[src/rtl/barrel_shifter_pipelined.sv]
// rtl/barrel_shifter_pipelined.sv - pipelined N-bit barrel shifter with valid/ready handshake; optional flags via BARREL_SHIFTER_FLAGS_EN
module barrel_shifter_pipelined #(
  parameter  int N    = 32,
  localparam int LOGN = $clog2(N)
) (
  input  logic            clk,
  input  logic            reset,
  input  logic [N-1:0]    a,
  input  logic [LOGN-1:0] shiftAmount,
  input  logic [1:0]      mode,
  input  logic            inValid,
  output logic            inReady,
  output logic [N-1:0]    shifted,
  output logic            outValid,
  input  logic            outReady
`ifdef BARREL_SHIFTER_FLAGS_EN
  ,
  output logic            zeroFlag,
  output logic            carryOut
`endif
);

  localparam logic [1:0] MODE_SLL = 2'b00;
  localparam logic [1:0] MODE_SRL = 2'b01;
  localparam logic [1:0] MODE_SRA = 2'b10;
  localparam logic [1:0] MODE_ROL = 2'b11;

  // Shift one stage's word by sh positions according to the mode.
  function automatic logic [N-1:0] stage_shift(input logic [N-1:0] d, input logic [1:0] m,
                                               input logic fill, input int sh);
    logic [N-1:0] r;
    case (m)
      MODE_SLL: r = d << sh;
      MODE_SRL: r = d >> sh;
      MODE_SRA: r = (d >> sh) | (fill ? ~({N{1'b1}} >> sh) : '0);
      default:  r = (d << sh) | (d >> (N - sh));
    endcase
    return r;
  endfunction

  // Last bit leaving the word when this stage shifts by sh; for ROL it is the
  // bit that re-enters at the LSB, which ends up as shifted[0].
  function automatic logic stage_carry(input logic [N-1:0] d, input logic [1:0] m, input int sh);
    logic [N-1:0] t;
    if (m == MODE_SLL || m == MODE_ROL) t = d >> (N - sh);
    else                                t = d >> (sh - 1);
    return t[0];
  endfunction

  logic [N-1:0]    data_q  [LOGN];
  logic [N-1:0]    data_d  [LOGN];
  logic [LOGN-1:0] amt_q   [LOGN];
  logic [LOGN-1:0] amt_d   [LOGN];
  logic [1:0]      mode_q  [LOGN];
  logic [1:0]      mode_d  [LOGN];
  logic            fill_q  [LOGN];
  logic            fill_d  [LOGN];
  logic            valid_q [LOGN];
  logic            valid_d [LOGN];

  logic [N-1:0]    src_data  [LOGN];
  logic [LOGN-1:0] src_amt   [LOGN];
  logic [1:0]      src_mode  [LOGN];
  logic            src_fill  [LOGN];
  logic            src_valid [LOGN];

`ifdef BARREL_SHIFTER_FLAGS_EN
  logic            carry_q   [LOGN];
  logic            carry_d   [LOGN];
  logic            src_carry [LOGN];
  logic            zero_q;
  logic            zero_d;
`endif

  logic stall;

  assign outValid = valid_q[LOGN-1];
  assign shifted  = data_q[LOGN-1];
  assign stall    = outValid & ~outReady;
  assign inReady  = ~stall;

`ifdef BARREL_SHIFTER_FLAGS_EN
  assign zeroFlag = zero_q;
  assign carryOut = carry_q[LOGN-1];
`endif

  // Stage inputs: stage 0 takes the ports, stage k takes stage k-1 registers.
  always_comb begin
    src_data[0]  = a;
    src_amt[0]   = shiftAmount;
    src_mode[0]  = mode;
    src_fill[0]  = a[N-1];
    src_valid[0] = inValid;
`ifdef BARREL_SHIFTER_FLAGS_EN
    src_carry[0] = 1'b0;
`endif
    for (int k = 1; k < LOGN; k++) begin
      src_data[k]  = data_q[k-1];
      src_amt[k]   = amt_q[k-1];
      src_mode[k]  = mode_q[k-1];
      src_fill[k]  = fill_q[k-1];
      src_valid[k] = valid_q[k-1];
`ifdef BARREL_SHIFTER_FLAGS_EN
      src_carry[k] = carry_q[k-1];
`endif
    end
  end

  // Per-stage next state: hold everything on stall, otherwise advance; payload
  // only loads behind a valid so bubbles leave stale data untouched.
  always_comb begin
    logic [LOGN-1:0] amt_shr;
    for (int k = 0; k < LOGN; k++) begin
      data_d[k]  = data_q[k];
      amt_d[k]   = amt_q[k];
      mode_d[k]  = mode_q[k];
      fill_d[k]  = fill_q[k];
      valid_d[k] = valid_q[k];
`ifdef BARREL_SHIFTER_FLAGS_EN
      carry_d[k] = carry_q[k];
`endif
      amt_shr    = src_amt[k] >> k;
      if (!stall) begin
        valid_d[k] = src_valid[k];
        if (src_valid[k]) begin
          amt_d[k]  = src_amt[k];
          mode_d[k] = src_mode[k];
          fill_d[k] = src_fill[k];
          if (amt_shr[0]) begin
            data_d[k] = stage_shift(src_data[k], src_mode[k], src_fill[k], 1 << k);
`ifdef BARREL_SHIFTER_FLAGS_EN
            carry_d[k] = stage_carry(src_data[k], src_mode[k], 1 << k);
`endif
          end else begin
            data_d[k] = src_data[k];
`ifdef BARREL_SHIFTER_FLAGS_EN
            carry_d[k] = src_carry[k];
`endif
          end
        end
      end
    end
`ifdef BARREL_SHIFTER_FLAGS_EN
    zero_d = zero_q;
    if (!stall && src_valid[LOGN-1]) zero_d = (data_d[LOGN-1] == '0);
`endif
  end

  // Pipeline registers with synchronous reset.
  always_ff @(posedge clk) begin
    if (reset) begin
      for (int k = 0; k < LOGN; k++) begin
        data_q[k]  <= '0;
        amt_q[k]   <= '0;
        mode_q[k]  <= '0;
        fill_q[k]  <= 1'b0;
        valid_q[k] <= 1'b0;
`ifdef BARREL_SHIFTER_FLAGS_EN
        carry_q[k] <= 1'b0;
`endif
      end
`ifdef BARREL_SHIFTER_FLAGS_EN
      zero_q <= 1'b0;
`endif
    end else begin
      data_q  <= data_d;
      amt_q   <= amt_d;
      mode_q  <= mode_d;
      fill_q  <= fill_d;
      valid_q <= valid_d;
`ifdef BARREL_SHIFTER_FLAGS_EN
      carry_q <= carry_d;
      zero_q  <= zero_d;
`endif
    end
  end

endmodule
[config.mk]
export PLATFORM = sky130hd
export DESIGN_NAME = barrel_shifter_pipelined
export DESIGN_NICKNAME = d
export VERILOG_FILES = /design/src/rtl/barrel_shifter_pipelined.sv
export SDC_FILE = /design/constraint.sdc
export NUM_CORES = 1
export LEC_CHECK = 0
export ABC_CLOCK_PERIOD_IN_PS = 4300
export CAP_MARGIN = 10
export CORE_MARGIN = 2
export CORE_UTILIZATION = 40
export CTS_CLUSTER_DIAMETER = 150
export DETAILED_ROUTE_END_ITERATION = 8
export PLACE_DENSITY = 0.54
export RECOVER_POWER = 25
export REMOVE_ABC_BUFFERS = 1
export SETUP_SLACK_MARGIN = 0.3
export SYNTH_ARGS = -nofsm -noshare
export SYNTH_HDL_FRONTEND = slang
export SYNTH_SLANG_ARGS = --single-unit
[constraint.sdc]
create_clock -name clk -period 4.3 [get_ports clk]
set_input_delay 0.43 -clock clk [delete_from_list [all_inputs] [get_ports clk]]
set_output_delay 0.43 -clock clk [all_outputs]
set_load 0.05 [all_outputs]
# ---- Yosys cells after proc, flatten, opt, wreduce, memory -nomap -nowiden
# Cells that the tools add are included.
dict set report classes {
  reduce_logical 10
  n_eq_ne 10
  n_bitwise 13
  mux 15
}
# cell n
set op_table {}
lappend op_table {{one-hot mux 32 bit (3 select lines)} 5}
lappend op_table {{two-way mux 32 bit} 10}
lappend op_table {{bitwise OR 16 x 32 -> 32 bit} 1}
lappend op_table {{bitwise OR 24 x 32 -> 32 bit} 1}
lappend op_table {{bitwise OR 28 x 32 -> 32 bit} 1}
lappend op_table {{bitwise OR 30 x 32 -> 32 bit} 1}
lappend op_table {{bitwise OR 31 x 32 -> 32 bit} 1}
lappend op_table {{bitwise OR 32 x 1 -> 32 bit} 1}
lappend op_table {{bitwise OR 32 x 16 -> 32 bit} 1}
lappend op_table {{bitwise OR 32 x 2 -> 32 bit} 1}
lappend op_table {{bitwise OR 32 x 4 -> 32 bit} 1}
lappend op_table {{bitwise OR 32 x 8 -> 32 bit} 1}
lappend op_table {{equality test 2 x 1 -> 1 bit (second input constant)} 5}
lappend op_table {{equality test 2 bit (second input constant)} 5}
lappend op_table {{logical NOT 2 bit} 5}
lappend op_table {{AND reduction 2 bit} 5}
lappend op_table {{NOT 1 bit} 2}
lappend op_table {{AND 1 bit} 1}
dict set report word_totals {
  ff_bits 197
  out_inout_bits 34
  in_bits 43
  wordCells 70
}

# ---- Longest topological paths before layout
dict set report depth {
  depth_word 4
  depth_mapped 8
  depth_no_buf 4
}

# ---- Worst setup path before layout
# Ideal clock, no wire load.
dict set report synth_timing {
  kind {reg-to-output}
  start {register valid_q, in the netlist outValid}
  end {output port inReady}
  setup_slack_ps 2278
  path_buffers 3
  path_stages_with_launch 6
  t_arrival_ps 1592
  t_required_ps 3870
  path_cell_list {dfxtp_1 > nor2b_1 > buf_2 > inv_2 > buf_6 > clkbuf_1}
}
dict set report synth_between {
  elab_chain_len 2
}
# item line
set synth_lines {}
lappend synth_lines {{start, declared} 58} ;# logic valid_q [LOGN];
lappend synth_lines {{start signal, assigned} 170} ;# valid_q <= valid_d;
lappend synth_lines {{AND 1 bit} 79} ;# assign stall = outValid & ~outReady;
lappend synth_lines {{NOT 1 bit (no line)} n/a}
lappend synth_lines {{end, declared} 12} ;# output logic inReady,
# Every way passes these cells.

# ---- Worst setup path in the final report
dict set report layout_timing {
  start {input port inValid}
  end {register data_q[159] (netlist name)}
}
dict set report layout_between {
  elab_chain_len 1
}
# item line
set layout_lines {}
lappend layout_lines {{start, declared} 11} ;# input logic inValid,
lappend layout_lines {{AND reduction 2 bit (no line)} n/a}
lappend layout_lines {{end signal, assigned} 166} ;# data_q <= data_d;
lappend layout_lines {{end, declared} 50} ;# logic [N-1:0] data_q [LOGN];
# Every way passes these cells.
# A chain may end at the register's enable or synchronous reset.

==> flow_metrics.tcl <==
set metrics [dict create \
    ys.flop_type "dfxtp_1" \
    drt_iter0_markers 722 \
    cts_root_buf "clkbuf_16" \
    layout_setup_ws_ns 1.20 \
    maxSlewViolCount 75 \
    place_ws_ns 1.52 \
    p_seq_frac 0.447 \
    cts_buffer_depth 2 \
    core_sq_um 28000 \
    ir_worst_vdd_uv 260 \
    rrSetupSlack_ns 1.85 \
    vias 9542 \
    drive_above_1_share 0.116 \
    portBuffers 76 \
    placed_cell_area_sq_um 11900 \
    dp_hpwl_microns 20000 \
    p_sw_frac 0.255 \
    slowest_stage "clkbuf_1" \
    wl_met2_microns 14900 \
    ys_top_cells_by_area "dfxtp_1, mux2i_1, o211ai_1, nand2b_1, o41ai_1" \
    grt_pass1_vias 9201 \
    rr_worst_depth 4 \
    clk_latency_ns 0.44 \
    worstMarginPinSlew_ns 1.78 \
    hold_depth 2 \
    clkTransAtPathRegs_ns 0.07 \
    wl_met3_microns 1210 \
    grt_max_degree 150 \
    yosysUniqueCellTypes 43 \
    die_w_microns 173 \
    synthMostInstantiatedCell "dfxtp_1" \
    pwr-share-comb 0.108 \
    ys_seq_elements 187 \
    routed_via_density 6.01 \
    criticalPathCategory "input port to flip-flop" \
    intPower_uw 3080 \
    holdPathEnd "shifted[18]" \
    num_rows 61 \
    fin_util 0.448 \
    drc 0 \
    antenna_found_initial 0 \
    fin_nets 1242 \
    synth_top_cell_by_area "dfxtp_1" \
    synthArstFlopShare 0 \
    grt-ovfl-total 0 \
    wl_met1_microns 15000 \
    slowest_delay_ns 1.27 \
    gp_congestion 0.770 \
    hold_viol_final 0 \
    critPathTopFamily "buffers and inverters" \
    relSlewSlack -0.188 \
    worstPathRequired_ns 4.58 \
    min_period_ns 3.10 \
    clkPwrFrac 0.445 \
    ant_nets 0 \
    violations "capacitance limit, slew limit" \
    r2r-end "data_q[66]" \
    yosys_warnings 0 \
    synth_cells 1271 \
    rsz0062_at_grt "no" \
    ios 77 \
    final_area_sq_um 12600 \
    min_path_type "flip-flop to flip-flop" \
    dr.pass1.iters 5 \
    n_fill_cell 2802 \
    yosys.area.top_type_share 0.327 \
    power_density_nw_per_um2 329 \
    syn_avg_cell_area_sq_um 9.01 \
    crit_buf_inv 4 \
    leakagePower_uw 0.00451 \
    cts-resized-gates 0 \
    area_delta_synth_final_pct 9.70 \
    cap_violations 2 \
    cp-start-kind "input port" \
    clock_skew_ns 0.0200 \
    multi_input_area_sq_um 6520 \
    synth_edf_count 0 \
    worstReg2RegStart "outValid" \
    cts_made_buffers 17 \
    avgRoutedWirePerCell_microns 19.8 \
    cts_tree "built" \
    cp_data_arrival_time_ns 3.39 \
    top_layer_used "met4" \
    synth-seq-area-share 0.327 \
    track_usage 0.206 \
    endpoint_kind "flip-flop" \
    grt_pass1_wl_microns 51500 \
    cts.sinks 187 \
    die_area_sq_um 30000 \
    crit_chain "dlygate4sd3_1, clkbuf_1, inv_1, nor2_2, buf_4, a311oi_1" \
    post_cts_buffers 0 \
    htreeDepth 4 \
    insertedDiodeCount 0 \
    period_share 0.721 \
    setup_viol 0 \
    wl_microns 31500 \
    power_switching_uw 1060 \
    synth_common_cells "dfxtp_1, nor2_1, mux2i_1" \
    die_y_microns 173 \
    start_util 0.409 \
    status "complete, but fails checks" \
    fmax_mhz 322 \
    min_from "shifted[18]" \
    crit_fanout 40 \
    hold_buffers 0 \
    syn-cell-area_sq_um 11400 \
    regArea_sq_um 3750 \
]
-- layout by cell type (no fill, tap or decap), types with 5 or more instances in the layout --
cell             Yosys  final
a221oi_1            39     39
nor4_1              16     16
dfxtp_1            187    185
o41ai_2             27     27
a21oi_1             43     43
nor2b_1             36     35
o32ai_1             47     47
inv_6                0      5
buf_4               39     18
nor2_1              99     97
or2b_2              16     16
mux2_1               7      7
clkdlybuf4s50_1      0     65
a32o_1              18     18
o41ai_1             51     51
o2111ai_1           47     47
o21ai_0             23     23
nand3_1             25     25
inv_1               55     56
nand2_1              4      5
dlygate4sd3_1        0      9
nand2b_1            73     73
bufinv_16            0      6
a22oi_1             16     16
clkbuf_16            0     17
or2b_1               7      7
mux2_2              32     32
a211oi_1            20     20
o211ai_1            80     80
mux2i_1             98     98
-- worst max-delay path by stage --
stage	from	end	slack (ns)	depth (start not counted)
floorplan	outValid	data_q[40]	-4.03	4
global placement	outReady	data_q[55]	1.57	6
detailed placement	outReady	data_q[107]	1.52	6
CTS	outReady	inReady	1.74	4
global route	inValid	data_q[153]	0.99	6
finish	inValid	data_q[159]	1.20	6
-- area by class of cell --
cell class              count  share of cell area
multi-input cells         838               0.519
flip-flops and latches    187               0.298
repair buffers             96              0.0729
well taps                 378              0.0377
clock buffers              19              0.0353
clock inverters            12              0.0184
inverters                  59              0.0180
-- metrics by stage --
step	TNS [ns]	total power [uW]	hold WS [ns]	cells
after global placement	0	2330	0.468	1558
after global routing	0	4290	0.503	1589
after detailed placement	0	2340	0.470	1558
final	0	4130	0.478	1589
after floorplan	-659.93	2140	0.448	1084
after CTS	0	4170	0.481	1589
-- metal layers --
metal  track usage  vias up
met2         0.337      219
met4        0.0463        0
met3        0.0341       21
li1              -     4690
met5             0        -
met1         0.285     4612
-- registers in the layout, indices dropped and copies added (netlist names) --
signal     count
amt_q         10
shifted       32
outValid       1
src_valid      4
data_q       128
mode_q         8
fill_q         4
-- tightest hold or removal path, delay by kind of cell (launching register included) --
kind	cells	cell delay (ns)
buffers and inverters	1	0.05
AOI/OAI and AO/OA	1	0.07
DFF	1	0.31
-- power by group through the flow --
stage / registers, uW / logic, uW / clock network [uW]
5_1_grt: 1860 / 490 / 1940
3_3_place_gp: 1890 / 446 / 0
4_1_cts: 1850 / 449 / 1880
6_report: 1850 / 447 / 1840
2_1_floorplan: 1880 / 267 / 0
3_5_place_dp: 1890 / 448 / 0
-- cells by family (layout without fill, tap and decap cells) --
group,after synthesis,count (layout),share of synthesized area
AND/OR/NAND/NOR,281,281,0.134
AO/OA/AOI/OAI,416,416,0.303
multiplexers,137,137,0.124
flip-flops,187,187,0.327
XOR/XNOR,4,4,0.00601
buffers and inverters,246,186,0.106
No activity file was read; power rests on OpenSTA's default activity.
